===== config.mk =====
export PLATFORM = sky130hd
export DESIGN_NAME = axi4_wr_aux_gen_no_resp
export DESIGN_NICKNAME = d
export VERILOG_FILES = /design/src/rtl/axi4_wr_aux_gen_no_resp_pkg.sv /design/src/rtl/axi4_wr_aux_gen_no_resp.sv
export SDC_FILE = /design/constraint.sdc
export NUM_CORES = 1
export LEC_CHECK = 0
export CAP_MARGIN = 20
export CORE_MARGIN = 2
export CORE_UTILIZATION = 35
export CTS_CLUSTER_DIAMETER = 150
export DETAILED_ROUTE_END_ITERATION = 10
export MAX_ROUTING_LAYER = met4
export PLACE_DENSITY = 0.74
export SLEW_MARGIN = 20
export SYNTH_ARGS = -nofsm -noshare
export SYNTH_HDL_FRONTEND = slang
export SYNTH_SLANG_ARGS = --single-unit
export TNS_END_PERCENT = 1

===== constraint.sdc =====
create_clock -name axi_aclk -period 1.5 [get_ports axi_aclk]
set_input_delay 0.3 -clock axi_aclk [delete_from_list [all_inputs] [get_ports axi_aclk]]
set_output_delay 0.3 -clock axi_aclk [all_outputs]
set_load 0.05 [all_outputs]

===== src/rtl/axi4_wr_aux_gen_no_resp_pkg.sv =====
// Shared AXI write-path definitions: FSM states, burst-type encodings and
// the AWSIZE helper used by the descriptor-to-AW converter.
package axi4_wr_aux_gen_no_resp_pkg;

  typedef enum logic [1:0] {
    ST_IDLE,
    ST_ADDR,
    ST_DATA
  } wr_state_t;

  localparam logic [1:0] BURST_FIXED = 2'b00;
  localparam logic [1:0] BURST_INCR  = 2'b01;
  localparam logic [1:0] BURST_WRAP  = 2'b10;

  // Bytes-per-beat exponent for a power-of-two data width of at least 8 bits.
  function automatic logic [2:0] awsize(input int dsize);
    logic [2:0] r;
    r = '0;
    for (int i = 0; i < 8; i++) begin
      if ((8 << i) == dsize) r = 3'(i);
    end
    return r;
  endfunction

endpackage


===== src/rtl/axi4_wr_aux_gen_no_resp.sv =====
// Turns {id, addr, len} descriptors into single AW handshakes and opens the
// external W-path valve until the burst's wlast handshake; B is not observed.
module axi4_wr_aux_gen_no_resp
  import axi4_wr_aux_gen_no_resp_pkg::*;
#(
  parameter int IDSIZE = 4,
  parameter int ASIZE  = 32,
  parameter int LSIZE  = 9,
  parameter int DSIZE  = 32
) (
  input  logic                          axi_aclk,
  input  logic                          axi_areset,
  input  logic                          id_add_len_in_tvalid,
  output logic                          id_add_len_in_tready,
  input  logic [IDSIZE+ASIZE+LSIZE-1:0] id_add_len_in_tdata,
  input  logic                          id_add_len_in_tlast,
  output logic [IDSIZE-1:0]             axi_awid,
  output logic [ASIZE-1:0]              axi_awaddr,
  output logic [LSIZE-1:0]              axi_awlen,
  output logic [2:0]                    axi_awsize,
  output logic [1:0]                    axi_awburst,
  output logic                          axi_awvalid,
  input  logic                          axi_awready,
  input  logic                          axi_wvalid,
  input  logic                          axi_wready,
  input  logic                          axi_wlast,
  output logic                          stream_en
);

  localparam int DW = IDSIZE + ASIZE + LSIZE;

  wr_state_t state;
  logic      desc_hs;
  logic      aw_hs;
  logic      wlast_hs;
  logic      unused_tlast;

  // Descriptors are one beat each, so the stream framing bit carries nothing.
  assign unused_tlast = id_add_len_in_tlast;

  assign desc_hs  = id_add_len_in_tvalid & id_add_len_in_tready;
  assign aw_hs    = axi_awvalid & axi_awready;
  assign wlast_hs = axi_wvalid & axi_wready & axi_wlast;

  assign axi_awsize  = awsize(DSIZE);
  assign axi_awburst = BURST_INCR;

  // tready is a register so it stays low through reset and rises one cycle after release.
  always_ff @(posedge axi_aclk or posedge axi_areset) begin
    if (axi_areset) begin
      state                <= ST_IDLE;
      id_add_len_in_tready <= 1'b0;
      axi_awvalid          <= 1'b0;
      stream_en            <= 1'b0;
      axi_awid             <= '0;
      axi_awaddr           <= '0;
      axi_awlen            <= '0;
    end else begin
      case (state)
        ST_IDLE: begin
          if (desc_hs) begin
            axi_awid             <= id_add_len_in_tdata[DW-1 -: IDSIZE];
            axi_awaddr           <= id_add_len_in_tdata[ASIZE+LSIZE-1 -: ASIZE];
            axi_awlen            <= id_add_len_in_tdata[LSIZE-1:0];
            axi_awvalid          <= 1'b1;
            id_add_len_in_tready <= 1'b0;
            state                <= ST_ADDR;
          end else begin
            id_add_len_in_tready <= 1'b1;
          end
        end
        ST_ADDR: begin
          if (aw_hs) begin
            axi_awvalid <= 1'b0;
            stream_en   <= 1'b1;
            state       <= ST_DATA;
          end
        end
        ST_DATA: begin
          if (wlast_hs) begin
            stream_en            <= 1'b0;
            id_add_len_in_tready <= 1'b1;
            state                <= ST_IDLE;
          end
        end
        default: begin
          id_add_len_in_tready <= 1'b0;
          axi_awvalid          <= 1'b0;
          stream_en            <= 1'b0;
          state                <= ST_IDLE;
        end
      endcase
    end
  end

endmodule


Word level (Yosys, flattened, before mapping)

Index checks and enable logic that the tools add are counted.

Flip-flop bits (word level): 50
Latch bits: 0
Memory bits (writable): 0
Memory bits (read-only): 0
Input port bits: 53
Output and inout bits: 53
Memories kept: 0

$add $sub $neg: 0
Multipliers: 0
Divide/modulo/power cells: 0
Order comparisons: 0
Equal/unequal tests: 5
Shifts and indexed selects: 0
Mux-type cells: 13
Bitwise operators: 7
Reduce and logical (&&, ||, !) cells: 6

Operators by type and width:

| cell               | count |
|---|---|
| $pmux 1 s3         | 3 |
| $reduce_and 3->1   | 3 |
| $mux 1             | 6 |
| $mux 2             | 3 |
| $ne 2x2->1 const B | 3 |
| $pmux 2 s3         | 1 |
| $and 1x1->1        | 4 |
| $reduce_and 2->1   | 2 |
| $not 1->1          | 3 |
| $eq 2x1->1 const B | 1 |
| $eq 2x2->1 const B | 1 |
| $logic_not 2->1    | 1 |

Logic depth before layout (Yosys ltp)

Depth in word-level cells: 4
Depth in mapped cells: 5
Mapped depth without buffers: 3

Worst setup path before layout

Ideal clock, no wire load.

Path type: register to register
From: register id_add_len_in_tready
To: register axi_awaddr[22]
Library setup time: 0.125 ns
Data arrival time: 1.576 ns
Data required time: 1.375 ns
Path slack: -0.201 ns
Stages on the path, launching flop included: 6
Buffers on the path: 2
Clock period less this slack: 1.701 ns
Cell sequence: dfrtp_1 -> nand2_1 -> nor3_4 -> buf_6 -> buf_8 -> mux2_4

Word-level cells in the longest chain between the ends: 2

RTL lines:

| what                       | RTL line                      | source |
|---|---|---|
| start, declared            | axi4_wr_aux_gen_no_resp.sv:14 | `output logic id_add_len_in_tready,` |
| start signal, assigned     | axi4_wr_aux_gen_no_resp.sv:52 | `id_add_len_in_tready <= 1'b0;` |
| start signal, assigned     | axi4_wr_aux_gen_no_resp.sv:66 | `id_add_len_in_tready <= 1'b0;` |
| start signal, assigned     | axi4_wr_aux_gen_no_resp.sv:69 | `id_add_len_in_tready <= 1'b1;` |
| $and 1x1->1                | axi4_wr_aux_gen_no_resp.sv:41 | `assign desc_hs = id_add_len_in_tvalid & id_add_len_in_tready;` |
| $reduce_and 2->1 (no line) | n/a                           |  |
| end signal, assigned       | axi4_wr_aux_gen_no_resp.sv:63 | `axi_awaddr <= id_add_len_in_tdata[ASIZE+LSIZE-1 -: ASIZE];` |
| end, declared              | axi4_wr_aux_gen_no_resp.sv:18 | `output logic [ASIZE-1:0] axi_awaddr,` |

No other way between the ends.
A chain may end at the register's enable or synchronous reset.

Final worst setup path

From: input id_add_len_in_tvalid
To: register axi_awlen[5]

Word-level cells in the longest chain between the ends: 2

RTL lines:

| what                       | RTL line                      | source |
|---|---|---|
| start, declared            | axi4_wr_aux_gen_no_resp.sv:13 | `input logic id_add_len_in_tvalid,` |
| $and 1x1->1                | axi4_wr_aux_gen_no_resp.sv:41 |  |
| $reduce_and 2->1 (no line) | n/a                           |  |
| end signal, assigned       | axi4_wr_aux_gen_no_resp.sv:64 | `axi_awlen <= id_add_len_in_tdata[LSIZE-1:0];` |
| end, declared              | axi4_wr_aux_gen_no_resp.sv:19 | `output logic [LSIZE-1:0] axi_awlen,` |

No other way between the ends.

==> flow_metrics.env <==
export IMPL_slowest_stage="clkdlybuf4s50_1"
export IMPL_syn_mean_instance_area_um2=16.3
export IMPL_start_kind="input pin"
export IMPL_synth_seq_cells=50
export IMPL_wl_met1_um=1980
export IMPL_die_x_um=80.3
export IMPL_critical_path_max_fanout=30
export IMPL_path_clk_slew_ps=80
export IMPL_final_cell_mix="clkdlybuf4s50_1 (51), buf_12 (51), dfrtp_1 (49), mux2_2 (27), mux2_4 (18)"
export IMPL_period_share=0.997
export IMPL_utilization=0.668
export IMPL_dr_pass1_iters=4
export IMPL_cts_made_buffers=5
export IMPL_p_per_area_nw_per_um2=2850
export IMPL_hold_buffers=0
export IMPL_stdcell_area_um2=3720
export IMPL_cp_required_ps=1680
export IMPL_dieHeight_um=80.3
export IMPL_fill_cells=380
export IMPL_wl_met3_um=336
export IMPL_synthAdderAreaFrac=0
export IMPL_max_cap_violations=0
export IMPL_clk_latency_ps=290
export IMPL_setup_violations_final=0
export IMPL_cp_end_kind="flop"
export IMPL_post_cts_setup_buffers=0
export IMPL_cts_root_buf="clkbuf_8"
export IMPL_clk_path_buf_depth=2
export IMPL_multi_input_area_um2=694
export IMPL_coreArea_um2=5570
export IMPL_rsz0062_at_grt="true"
export IMPL_viasPerCell=4.56
export IMPL_cts_htree_levels=2
export IMPL_track_usage=0.162
export IMPL_initial_utilization=0.365
export IMPL_worstPathArrival_ps=1680
export IMPL_synth_xor_area_frac=0
export IMPL_vias=1392
export IMPL_synth_area_top_cells="dfrtp_1 (61%), mux2_2 (15%), mux2_4 (13%)"
export IMPL_fp_dieArea_um2=6450
export IMPL_cts_sinks=50
export IMPL_power_leakage_nw=1.62
export IMPL_placed_area_um2=3610
export IMPL_synth_seq_area_share=0.614
export IMPL_grt_max_degree=31
export IMPL_synth_cell_types=19
export IMPL_grt_pass1_vias=1513
export IMPL_ir_drop_v=0.00148
export IMPL_syn2layout_area_growth_pct=82.8
export IMPL_seq_area_um2=1250
export IMPL_netlist_instances=125
export IMPL_grt_pass1_wl_um=7750
export IMPL_crit_chain="clkdlybuf4s50_1, nand2_1, nor3_4, buf_12, mux2_2"
export IMPL_antenna_found_initial=0
export IMPL_synth_top_family_by_area="multiplexers"
export IMPL_clock_skew_ps=5.35
export IMPL_wl_per_cell_um=15.5
export IMPL_clock_fmax_mhz=669
export IMPL_crit_type="input pin to flop"
export IMPL_portBuffers=99
export IMPL_route_final_wire_length_um=4730
export IMPL_slowest_delay_ps=470
export IMPL_dpl_hpwl_um=3720
export IMPL_finalCriticalPeriod_ps=1500
export IMPL_outcome="complete, no violations"
export IMPL_insertedDiodeCount=0
export IMPL_route_detailed_drc=0
export IMPL_synth_top_area_share=0.614
export IMPL_top_layer_used="met4"
export IMPL_synth_compound_area_frac=0.0295
export IMPL_synth_simple_gate_area_share=0.0203
export IMPL_cts_tree="yes"
export IMPL_synth_mux_area_frac=0.280
export IMPL_synth_top_area_cell="dfrtp_1"
export IMPL_finalNetCount=285
export IMPL_finalHoldViolCount=0
export IMPL_met2_length_um=2350
export IMPL_drive_gt1_frac=0.476
export IMPL_grt_overflow_total=0
export IMPL_drt_iter0_drc=49
export IMPL_ioPinCount=106
export IMPL_hold_path_class="input pin to asynchronous set/reset pin"
export IMPL_ant_nets=0
export IMPL_slew_viol_final=0
export IMPL_synth_area_um2=2040
export IMPL_ys_warn_count=0
export IMPL_placementRows=27
export IMPL_place_gp_congestion=0.755
## sequential cells by signal, summed over array words and instances, names as in the netlist
register	flops
id_add_len_in_tready	1
axi_awvalid	1
axi_awid	4
state	2
stream_en	1
axi_awlen	9
axi_awaddr	32
## power breakdown
part | leakage, nW | switching, W | internal, W
Clock | 0.0524 | 0.000413 | 0.000499
Sequential | 0.586 | 0.000752 | 0.00205
Combinational | 0.986 | 0.00327 | 0.00362
Total | 1.62 | 0.00444 | 0.00617
## synthesized netlist by cell type
library cell,n
buf_6,1
a21o_1,1
nand3_1,1
nand2_1,4
a21boi_0,1
a31o_2,1
buf_12,1
mux2_4,17
conb_1,2
buf_4,7
a31oi_1,2
mux2_2,28
dfrtp_1,50
inv_1,2
nor3_4,1
nor3_1,1
o21ai_0,3
a311oi_1,1
buf_8,1
## area by class of cell
cell class	count	area share
flip-flops and latches	50	0.336
clock buffers	7	0.0205
multi-input cells	66	0.186
repair buffers	107	0.421
inverters	2	0.00302
well taps	72	0.0242
clock inverters	1	0.00806
## timing repair
| action | CTS | global route |
|---|---|---|
| setup endpoints to repair | 0 | 22 |
| hold endpoints to repair | 0 | 0 |
| resized for setup | 0 | 1 |
## per-layer routing
metal | global-route usage | up-vias
met5 | - | -
li1 | - | 641
met2 | 0.270 | 65
met4 | 0.0508 | 0
met1 | 0.198 | 680
met3 | 0.0360 | 6
## critical path, delay by kind of cell
| kind | cells | cell delay, ps |
|---|---|---|
| mux | 1 | 360 |
| buf+inv | 2 | 730 |
| simple gates | 2 | 280 |
## cells by family (layout without fill, tap and decap cells)
group	after synthesis	after routing
flops	50	50
mux	45	45
buf+inv	12	117
compound gates	9	9
simple gates	7	7
other cells	2	5
## per-stage QoR
step	cells	hold slack, ps	worst slack [ps]	TNS, ps	power [W]
5_1_grt	305	314	-42.8	-546	0.0111
4_1_cts	305	308	4.40	0	0.0107
3_5_place_dp	297	560	-313	-12480	0.00978
6_report	305	308	4.77	0	0.0106
3_3_place_gp	297	556	-281	-11360	0.00966
2_1_floorplan	128	342	-40.5	-643	0.00619
## path summary, 6_finish.rpt
| kind | from | endpoint | slack, ps | cells after the start |
|---|---|---|---|---|
| min in group axi_aclk | axi_awaddr[0]$_DFFE_PP0P_ | axi_awaddr[0]$_DFFE_PP0P_ | 580 | 1 |
| worst max register to register | state[1]$_DFFE_PP0P_ | axi_awlen[5]$_DFFE_PP0P_ | 70 | 3 |
| max in group asynchronous | axi_areset | id_add_len_in_tready$_DFFE_PP0P_ | 800 | 3 |
| worst max-delay path | id_add_len_in_tvalid | axi_awlen[5]$_DFFE_PP0P_ | 5 | 5 |
| worst min register to register | axi_awaddr[0]$_DFFE_PP0P_ | axi_awaddr[0]$_DFFE_PP0P_ | 580 | 1 |
| worst min-delay path | axi_areset | axi_awlen[5]$_DFFE_PP0P_ | 310 | 2 |
No activity file was read; power rests on OpenSTA's default activity.
